File: config.mk
export PLATFORM = sky130hd
export DESIGN_NAME = bit_serializer
export DESIGN_NICKNAME = d
export VERILOG_FILES = /design/src/rtl/bit_serializer_pkg.sv /design/src/rtl/bit_serializer_strobe_gen.sv /design/src/rtl/bit_serializer.sv
export SDC_FILE = /design/constraint.sdc
export NUM_CORES = 1
export LEC_CHECK = 0
export BUFFER_PORTS_ARGS = -buffer_cell sky130_fd_sc_hd__buf_2
export CAP_MARGIN = 15
export CORE_AREA = 3 3 59 61
export CTS_BUF_LIST = sky130_fd_sc_hd__clkbuf_2
export DETAILED_ROUTE_END_ITERATION = 12
export DIE_AREA = 0 0 62 64
export GPL_TIMING_DRIVEN = 1
export SYNTH_ARGS = -nofsm -noshare
export SYNTH_HDL_FRONTEND = slang
export SYNTH_HIERARCHICAL = 1
export SYNTH_SLANG_ARGS = --single-unit
File: constraint.sdc
create_clock -name clk -period 4.8 [get_ports clk]
set_input_delay 0.96 -clock clk [delete_from_list [all_inputs] [get_ports clk]]
set_output_delay 0.96 -clock clk [all_outputs]
set_load 0.05 [all_outputs]
File: src/rtl/bit_serializer_pkg.sv
// Shared configuration for the bit serializer: state encoding and default sizing.
package bit_serializer_pkg;

  typedef enum logic [1:0] {
    ST_IDLE  = 2'd0,
    ST_SHIFT = 2'd1,
    ST_DONE  = 2'd2
  } state_e;

  localparam int unsigned DEFAULT_W   = 8;
  localparam int unsigned DEFAULT_DIV = 4;

endpackage

File: src/rtl/bit_serializer_strobe_gen.sv
// Mod-DIV bit-period divider; tick marks the last cycle of each period while running.
module strobe_gen
  import bit_serializer_pkg::*;
#(
  parameter int unsigned DIV = DEFAULT_DIV
) (
  input  logic clk,
  input  logic reset,
  input  logic clr,
  input  logic run,
  output logic tick
);

  localparam int unsigned CNT_W = (DIV > 1) ? $clog2(DIV) : 1;
  localparam logic [CNT_W-1:0] CNT_MAX = CNT_W'(DIV - 1);

  logic [CNT_W-1:0] cnt_q, cnt_d;

  always_comb begin
    cnt_d = cnt_q;
    if (clr) begin
      cnt_d = '0;
    end else if (run) begin
      cnt_d = (cnt_q == CNT_MAX) ? '0 : cnt_q + 1'b1;
    end
  end

  always_ff @(posedge clk or posedge reset) begin
    if (reset) begin
      cnt_q <= '0;
    end else begin
      cnt_q <= cnt_d;
    end
  end

  assign tick = run && (cnt_q == CNT_MAX);

endmodule

File: src/rtl/bit_serializer.sv
// Parallel-to-serial shifter, MSB first, with one en strobe per bit period for the
// downstream pattern detector.
module bit_serializer
  import bit_serializer_pkg::*;
#(
  parameter int unsigned W   = DEFAULT_W,
  parameter int unsigned DIV = DEFAULT_DIV
) (
  input  logic         clk,
  input  logic         reset,
  input  logic         start,
  input  logic [W-1:0] data,
  output logic         busy,
  output logic         en,
  output logic         a,
  output logic         done
);

  localparam int unsigned BCW = $clog2(W + 1);

  state_e         state_q, state_d;
  logic [W-1:0]   shreg_q, shreg_d;
  logic [BCW-1:0] bitcnt_q, bitcnt_d;
  logic           accept;
  logic           tick;

  strobe_gen #(
    .DIV (DIV)
  ) u_strobe_gen (
    .clk   (clk),
    .reset (reset),
    .clr   (accept),
    .run   (busy),
    .tick  (tick)
  );

  always_comb begin
    state_d  = state_q;
    shreg_d  = shreg_q;
    bitcnt_d = bitcnt_q;
    accept   = 1'b0;
    unique case (state_q)
      ST_IDLE: begin
        if (start) begin
          accept   = 1'b1;
          shreg_d  = data;
          bitcnt_d = BCW'(W);
          state_d  = ST_SHIFT;
        end
      end
      ST_SHIFT: begin
        if (tick) begin
          shreg_d  = shreg_q << 1;
          bitcnt_d = bitcnt_q - 1'b1;
          if (bitcnt_q == BCW'(1)) begin
            state_d = ST_DONE;
          end
        end
      end
      ST_DONE: begin
        state_d = ST_IDLE;
      end
      default: begin
        state_d = ST_IDLE;
      end
    endcase
  end

  always_ff @(posedge clk or posedge reset) begin
    if (reset) begin
      state_q  <= ST_IDLE;
      shreg_q  <= '0;
      bitcnt_q <= '0;
    end else begin
      state_q  <= state_d;
      shreg_q  <= shreg_d;
      bitcnt_q <= bitcnt_d;
    end
  end

  // Outputs depend on registered state only, so start/data never reach them combinationally.
  assign busy = (state_q == ST_SHIFT);
  assign done = (state_q == ST_DONE);
  assign en   = tick;
  assign a    = busy & shreg_q[W-1];

endmodule
### Yosys cells after proc, flatten, opt, wreduce, memory -nomap -nowiden

Index checks and enable logic that the tools add are counted.

| storage, ports and cells | value |
|---|---|
| register bits | 16 |
| input port bits | 11 |
| word-level logic and storage cells | 35 |

| operators by class | value |
|---|---|
| $add $sub $neg | 2 |
| equal/unequal tests | 7 |
| multiplexer cells | 15 |
| bitwise operators | 1 |
| reduce and logical (&&, ||, !) cells | 6 |

Operators by type and width:

| kind | count |
|---|---|
| two-way mux 8 bit | 2 |
| one-hot mux 8 bit (2 select lines) | 1 |
| two-way mux 2 bit | 6 |
| two-way mux 4 bit | 2 |
| one-hot mux 4 bit (2 select lines) | 1 |
| AND reduction 3 bit | 2 |
| == test 2 bit (second input constant) | 2 |
| == test 4 x 1 -> 1 bit (second input constant) | 1 |
| inequality test 2 x 1 -> 1 bit (second input constant) | 2 |
| one-hot mux 2 bit (2 select lines) | 1 |
| nonzero test 2 bit | 2 |
| subtractor 4 x 1 -> 4 bit (second input constant) | 1 |
| adder 2 x 1 -> 2 bit (second input constant) | 1 |
| == test 2 x 1 -> 1 bit (second input constant) | 1 |
| logical NOT 2 bit | 1 |
| two-way mux 1 bit | 2 |
| inequality test 2 bit (second input constant) | 1 |
| AND 1 bit | 1 |
| logical AND 1 bit | 1 |

### Depth between registers and ports, before layout

Gate-level depths: netlist (run 1).

| depth | value |
|---|---|
| depth after elaboration | 4 |
| gate-level depth with buffers | 8 |
| gate-level depth less buffers | 6 |

### By module

The synthesis (run 1) kept the hierarchy.

Modules (own cells, without submodules):

| module | times used | cells each | area each (um^2) | sequential area each (um^2) |
|---|---|---|---|---|
| bit_serializer | 1 | 58 | 748.2 | 350.3 |
| strobe_gen | 1 | 10 | 110.1 | 50.0 |

### Worst setup path before layout (run 1)

OpenSTA, ideal clock, no wires.

| path | value |
|---|---|
| path kind | register to output |
| from | register state_q[1] |
| to | output port en |
| data arrival time | 1,631 ps |
| data required time | 3,840 ps |
| setup slack | 2,209 ps |
| stages on the path, launching flop included | 5 |
| path buffers | 1 |
| path through | dfrtp_1 > nand2b_1 > buf_6 > inv_1 > and2_1 |

| between the ends | value |
|---|---|
| cells in the longest elaborated chain, start to end | 2 |

Ends and longest elaborated chain:

| what | line | source |
|---|---|---|
| from (decl) | bit_serializer.sv:21 | `state_e state_q, state_d;` |
| from (signal assigned) | bit_serializer.sv:75 | `state_q <= state_d;` |
| == test 2 x 1 -> 1 bit | bit_serializer.sv:82 | `assign busy = (state_q == ST_SHIFT);` |
| named net busy | bit_serializer.sv:13 | `output logic busy,` |
| logical AND 1 bit | bit_serializer_strobe_gen.sv:36 | `assign tick = run && (cnt_q == CNT_MAX);` |
| to (decl) | bit_serializer.sv:14 | `output logic en,` |

The timed path passes the listed nets, and every way through them passes these cells.

### Worst setup path in the final report (run 1)

| path | value |
|---|---|
| from | register state_q[1] |
| to | output port en |

| between the ends | value |
|---|---|
| cells in the longest elaborated chain, start to end | 2 |

Ends and longest elaborated chain:

| what | line |
|---|---|
| == test 2 x 1 -> 1 bit | bit_serializer.sv:82 |
| logical AND 1 bit | bit_serializer_strobe_gen.sv:36 |

No other way between the ends.

==> impl_results.md, run 1 <==
* RSZ-0062 raised after global routing: false
* Gpl congestion at 0.755
* Die Width at 62 µm
* Worst EP required at approximately 3.8 ns
* XOR/XNOR Fraction of Synth Area at 0.0102
* Simple-Gate Fraction of Synth Area at 0.127
* Nets at 99
* Crit path kind: reg -> out
* CTS sink cnt at 16
* First-pass GRT wire length at between 2 and 3 mm
* Worst Hold Class: in -> async
* Status: complete, no violations
* Row count at 20
* CP Depth at 4
* CTS root buffer: clkbuf_2
* Grt peak-use layer: met2
* Yosys top cell by area: dfrtp_1
* Met2 GRT Util at 0.126
* Worst path bufs/invs at 2
* Die ar. at about 4000 µm²
* Post-synth EDFFs at 0
* DR vias/cell at ~4.2
* Skew-Pair Late Insertion Delay at 0.29 ns
* Largest net degree at the start of global routing at 15
* Synth Area in Adders at 0.0437
* Post-CTS sizing at 0
* CTS Buf Count at 3
* Overflow after GRT at 0
* Tmin final at 2.89 ns
* Yosys cell types at 23
* WL per Instance at approximately 12 µm
* Max cap viols at 0
* Height of the die at 64 µm
* LEAKAGE at about 0.00047 µW
* Setup Buffers After CTS at 0
* Synth top cells by count: dfrtp_1 (16), mux2_4 (11), inv_1 (7)
* Detailed Route Iter0 Violations at 12
* Slew @ Worst Pin at 0.615 ns
* R2R cell count at 6
* Initial antenna violation count at 0
* Final Hold Viols at 0
* Setup TNS at 0 ns
* Gr usage total at 0.0866
* Warnings from Yosys at 6
* Post-synth top area share at 0.466
* Largest family of logic cells by synthesized area: multiplexers
* Antenna diodes at 0
* Area grow syn2layout at 14.1%
* Slowest cell on crit path: dfrtp_1
* Dominant cell by count in the synthesized netlist: dfrtp_1
* Worst reg2reg setup slack at 2.35 ns
* PD cells at 632 nW/µm²
* Syn Nets at 82
* Arrival time worst endpoint at 1.93 ns
* Skew final at between 0.01 and 0.015 ns
* CP Cell Sequence: nand2b_1 -> inv_1 -> and2_1 -> buf_2
* F_max at 0.346 GHz
* M3 GR Usage at 0.0384
* GR Util met1 at 0.115
* Worst Path Max Fanout at 11
* Number of hold buffers added after CTS at 0
* Top delay family on crit path: simple AND/OR/NAND/NOR gates
* Residual DRC at 0
* DP Worst Slack at 2.22 ns
* Period utilization at 0.603
* DP Wirelength at 1.09 mm
* Setup violators final at 0
* CP startpoint: state_q[1]$_DFFE_PP0P_
* Crit path launch type: register
* CP Capture Type: output port
* CTS tree: done
* Synthesized flop and latch total at 16
* Share of the yosys chip area belonging to registers at 0.466
* Fin. max-slew vios at 0
* Slack of the critical path at ~1.9 ns
* Via count at 539
* First drt pass iteration count at 4
* Endpoint of the worst register-to-register path: shreg_q[2]$_DFFE_PP0P_
* Worst IR drop on VDD at 0.215 mV
* Core Region at 3030 µm²
* Cell count after synthesis at about 70
* Asr flop ratio synth at 1.00
* I/O Buffers at 14
* Slew Limit Headroom at 0.590
* Complex-gate fraction of the synthesized area at 0.0321
* Worst R2R Start: state_q[1]$_DFFE_PP0P_
* Mapped cell area at 858 µm²
* Fraction of layout cells with a size suffix above 1 at 0.369
* Synth Flop Type: dfrtp_1
* Max incr delay on CP at 0.44 ns
* H-tree levels at 1
* Antenna-violating nets left at 0
* Multiplexer share of the synthesized area at 0.264
* Routed WL at roughly 1.5 mm
* IO Pins at 15
* CTS max path bufs at 2
* Initial Util at 0.283
* Area contributors post-synth: dfrtp_1 (47%), mux2_4 (19%), mux2i_1 (5.8%)
* Clock-pin slew on the worst setup and hold paths at about 0.14 ns
* CP endpoint: en
* Vias in the first global route at ~570
* Mean Syn Cell Area at 12.6 µm²
==> logic make-up after synthesis <==
| logic type | after synthesis |
|---|---|
| compound gates | 4 |
| buf+inv | 9 |
| xor+xnor | 1 |
| fa+ha+maj | 3 |
| simple gates | 18 |
| mux | 17 |
| flops | 16 |
==> routing by layer <==
| layer | vias up | routed length (µm) |
|---|---|---|
| li1 | 260 | - |
| met1 | 270 | 659 |
| met2 | 9 | 765 |
| met3 | 0 | 60 |
| met4 | 0 | 0 |
| met5 | - | 0 |
==> power breakdown <==
| part | total (µW) | leakage, µW | internal, µW | switching [µW] |
|---|---|---|---|---|
| registers | 232 | 0.000198 | 193 | 39.9 |
| logic | 326 | 0.000260 | 163 | 163 |
| clock network | 60.7 | 0.0000140 | 18.1 | 42.6 |
==> worst register-to-register path: stages, from the launching register on <==
cell,delay (ns)
dfrtp_1,0.44
nand2b_1,0.43
inv_1,0.25
and2_1,0.24
nand3b_1,0.18
nand2b_1,0.46
mux2_4,0.35
==> cells in the final DEF (no fill, tap or decap) <==
cell      count
dfrtp_1      16
buf_2        14
mux2_4       11
inv_1         7
mux2i_1       5
nor2_1        4
nand2b_1      3
ha_1          3
clkbuf_2      3
nand2_1       2
nor4_1        2
nor3b_2       1
nand3b_1      1
nor3_1        1
o21bai_1      1
o22ai_1       1
nand4b_1      1
xor2_1        1
o21ai_0       1
nor2b_1       1
mux2_2        1
clkinv_1      1
or3b_1        1
a21oi_2       1
and2_1        1
==> stage by stage <==
stage / utilization / total power (µW) / hold slack, ns / cells / cell area (µm²)
after detailed placement: 0.317 / 561 / 0.491 / 124 / 961
after global routing: 0.324 / 667 / 0.446 / 128 / 980
after CTS: 0.324 / 626 / 0.482 / 128 / 980
after floorplan: - / 515 / 0.455 / 68 / 858
final: 0.324 / 619 / 0.500 / 128 / 980
after global placement: 0.317 / 552 / 0.479 / 124 / 961
==> state kept, by name, summed over array words and instances (netlist names) <==
signal              count
shreg_q                 8
bitcnt_q                4
state_q                 2
u_strobe_gen/cnt_q      2
==> cell type report <==
| type | count | area (µm²) |
|---|---|---|
| Clock buffer | 3 | 15.0 |
| Sequential cell | 16 | 400 |
| Inverter | 7 | 26.3 |
| Multi-Input combinational cell | 43 | 409 |
| Fill cell | 317 | 2050 |
| Clock inverter | 1 | 3.75 |
| Tap cell | 44 | 55.1 |
| Timing Repair Buffer | 14 | 70.1 |
==> worst min path at each step <==
stage          cells after the start               startpoint                           endpoint  slack [ns]
2_1_floorplan                      1  bitcnt_q[3]$_DFFE_PP0P_             state_q[1]$_DFFE_PP0P_        0.45
3_3_place_gp                       1  bitcnt_q[3]$_DFFE_PP0P_             state_q[1]$_DFFE_PP0P_        0.48
3_5_place_dp                       1  bitcnt_q[3]$_DFFE_PP0P_             state_q[1]$_DFFE_PP0P_        0.49
4_1_cts                            2                    reset  u_strobe_gen/cnt_q[1]$_DFFE_PP0P_        0.48
5_1_grt                            2                    reset  u_strobe_gen/cnt_q[1]$_DFFE_PP0P_        0.45
6_report                           2                    reset  u_strobe_gen/cnt_q[1]$_DFFE_PP0P_        0.50
Power figures use the tool's default switching activity.
==> run 2, diff against run 1 <==
--- a/config.mk
+++ b/config.mk
@@ -5,12 +5,13 @@
 export SDC_FILE = /design/constraint.sdc
 export NUM_CORES = 1
 export LEC_CHECK = 0
+export ABC_AREA = 1
 export BUFFER_PORTS_ARGS = -buffer_cell sky130_fd_sc_hd__buf_2
 export CAP_MARGIN = 15
-export CORE_AREA = 3 3 59 61
+export CORE_AREA = 3 3 58 60
 export CTS_BUF_LIST = sky130_fd_sc_hd__clkbuf_2
 export DETAILED_ROUTE_END_ITERATION = 12
-export DIE_AREA = 0 0 62 64
+export DIE_AREA = 0 0 61 63
 export GPL_TIMING_DRIVEN = 1
 export SYNTH_ARGS = -nofsm -noshare
 export SYNTH_HDL_FRONTEND = slang
==> constraint.sdc (replaced) <==
create_clock -name clk -period 2.96 [get_ports clk]
set_input_delay 0.592 -clock clk [delete_from_list [all_inputs] [get_ports clk]]
set_output_delay 0.592 -clock clk [all_outputs]
set_load 0.05 [all_outputs]
==> run 2 against run 1 <==
Effect of this change: synthesized area shrank 3.1%; critical path depth increased by 2; sequential cell count unchanged; worst setup slack got worse by 1.3 ns; worst hold slack got worse by 0.36 ns.
==> impl_results.md, run 2 <==
* Share of the yosys chip area belonging to registers at 0.481
* Status: complete, no violations
* Skew-Pair Late Insertion Delay at around 0.30 ns
* I/O Buffers at 14
* Residual DRC at 0
* CTS tree: done
* Skew final at 0.0232 ns
* CP Capture Type: output port
* CTS sink cnt at 16
* CP Cell Sequence: inv_2 -> nand2_1 -> inv_2 -> nand2_1 -> inv_1 -> buf_2
* Die ar. at 3840 µm²
* IO Pins at 15
* Synth top cells by count: nand2_1 (50), dfrtp_1 (16), inv_1 (11)
* Setup TNS at 0 ns
* Synthesized flop and latch total at 16
* Largest net degree at the start of global routing at 15
* Clock-pin slew on the worst setup and hold paths at 0.16 ns
* Top reg by flops: shreg_q
* Commonest non-fill, non-tap cell in the layout: nand2_1
* Fin. max-slew vios at 0
* Slowest cell on crit path: dfrtp_1
* Worst path bufs/invs at 4
* Height of the die at between 60 and 70 µm
* DR vias/cell at 4.30
* Top Registers: shreg_q x8, bitcnt_q x4
* Crit path launch type: register
* RSZ-0062 raised after global routing: false
* Routed WL at 1.62 mm
* Commonest cells after routing, fill and taps aside: nand2_1 (50), dfrtp_1 (16), buf_2 (14)
* PD cells at 912 nW/µm²
* R2R cell count at 10
* DR WL met2 at 728 µm
* Warnings from Yosys at 6
* Overflow after GRT at 0
* Period utilization at 0.787
* Area contributors post-synth: dfrtp_1 (48%), nand2_1 (23%), inv_1 (5.0%)
* Core Region at just under 3000 µm²
* First drt pass iteration count at 4
* Yosys top cell by area: dfrtp_1
* Met3 WL post-DR at 90 µm
* Post-CTS sizing at 0
* Nets at 141
* Worst Hold Class: in -> async
* Row count at 20
* Yosys cell types at 17
* Final core utilization at 0.316
* Gpl congestion at ~0.73
* First-pass GRT wire length at just under 3 mm
* Dominant cell by count in the synthesized netlist: nand2_1
* LEAKAGE at 0.000555 µW
* CTS max path bufs at 2
* H-tree levels at 1
* Asr flop ratio synth at 1.00
* Gr usage total at 0.102
* Tmin final at 2.33 ns
* WL per Instance at 10.3 µm
* Top Layer Used: met4
* Vias in the first global route at between 600 and 700
* Syn Nets at 124
* CTS root buffer: clkbuf_2
* Mapped cell area at approximately 830 µm²
* Setup violators final at 0
* Cell count after synthesis at 110
* Slew Limit Headroom at 0.634
* Detailed Route Iter0 Violations at 11
* Final hold slack at 0.144 ns
* CTS Buf Count at 3
* Final Hold Viols at 0
* Worst IR drop on VDD at 0.360 mV
* Fraction of layout cells with a size suffix above 1 at 0.184
* Die Width at between 60 and 70 µm
* Antenna diodes at 0
* Initial Util at 0.279
* Post-layout instance area at 940 µm²
* Post-synth EDFFs at 0
* Setup Buffers After CTS at 0
* Max reg flops at 8
* Worst EP required at 2.37 ns
* Top delay family on crit path: buffers and inverters
* Mean Syn Cell Area at ~7.6 µm²
* Area grow syn2layout at 12.9%
* CP Depth at 6
* Number of hold buffers added after CTS at 0
* DP Wirelength at 1.25 mm
* Slew @ Worst Pin at between 0.5 and 0.6 ns
* Via count at 680
* Initial antenna violation count at 0
* Antenna-violating nets left at 0
* WL met1 at slightly below 800 µm
* Arrival time worst endpoint at 1.74 ns
* Max incr delay on CP at 0.42 ns
* Crit path kind: reg -> out
* F_max at 0.429 GHz
* Worst Path Max Fanout at 13
* Max cap viols at 0
* Post-synth top area share at 0.481
* Synth Flop Type: dfrtp_1
* Placed cell area at 925 µm²
-- run 2: changes by cell type after synthesis, sizes merged, moves of 4 or more --
cell | before | now
inv | 7 | 14
nor2 | 4 | 10
mux2 | 12 | 0
mux2i | 5 | 1
nand2 | 2 | 52
nand3 | 0 | 6
-- run 2: power breakdown --
group          switching (µW)  internal (µW)
sequential               54.5            312
clock                    67.7           27.6
combinational             260            135
-- run 2: path summary, 6_finish.rpt --
check                                        from                                end  slack [ns]
min                                         reset  u_strobe_gen/cnt_q[1]$_DFFE_PP0P_        0.14
max in group asynchronous                   reset             shreg_q[1]$_DFFE_PP0P_        2.26
max                        state_q[1]$_DFFE_PP0P_                                 en        0.63
min reg2reg                shreg_q[3]$_DFFE_PP0P_             shreg_q[3]$_DFFE_PP0P_        0.49
max reg2reg                state_q[1]$_DFFE_PP0P_             shreg_q[2]$_DFFE_PP0P_        1.13
min in group clk           shreg_q[3]$_DFFE_PP0P_             shreg_q[3]$_DFFE_PP0P_        0.49
-- run 2: cell type report --
type	count	area [µm²]
clock buffer	3	15.0
multi-input combinational	78	360
tap	33	41.3
fill	325	2040
sequential	16	400
inverter	14	52.6
timing repair buffer	14	70.1
-- run 2: kinds of logic (layout without fill, tap and decap cells) --
group	count (synthesis)	in the layout	share of synthesized area
adders and majority gates	3	3	0.0451
AOI/OAI and AO/OA	5	5	0.0316
buffers and inverters	16	31	0.0857
xor gates and xnor gates	1	1	0.0105
and+or+nand+nor	68	68	0.334
DFF	16	16	0.481
muxes	1	1	0.0120
-- run 2: layer usage --
metal  vias to the layer above  track usage
met2                        14        0.136
li1                        360            -
met4                         0       0.0407
met3                         4       0.0413
met5                         -            0
met1                       302        0.144
-- run 2: stage by stage --
stage	cells	worst slack (ns)	total power [µW]
floorplan	110	1.06	695
global placement	155	1.03	753
detailed placement	155	0.988	772
CTS	158	0.617	869
global route	158	0.478	954
finish	158	0.629	857
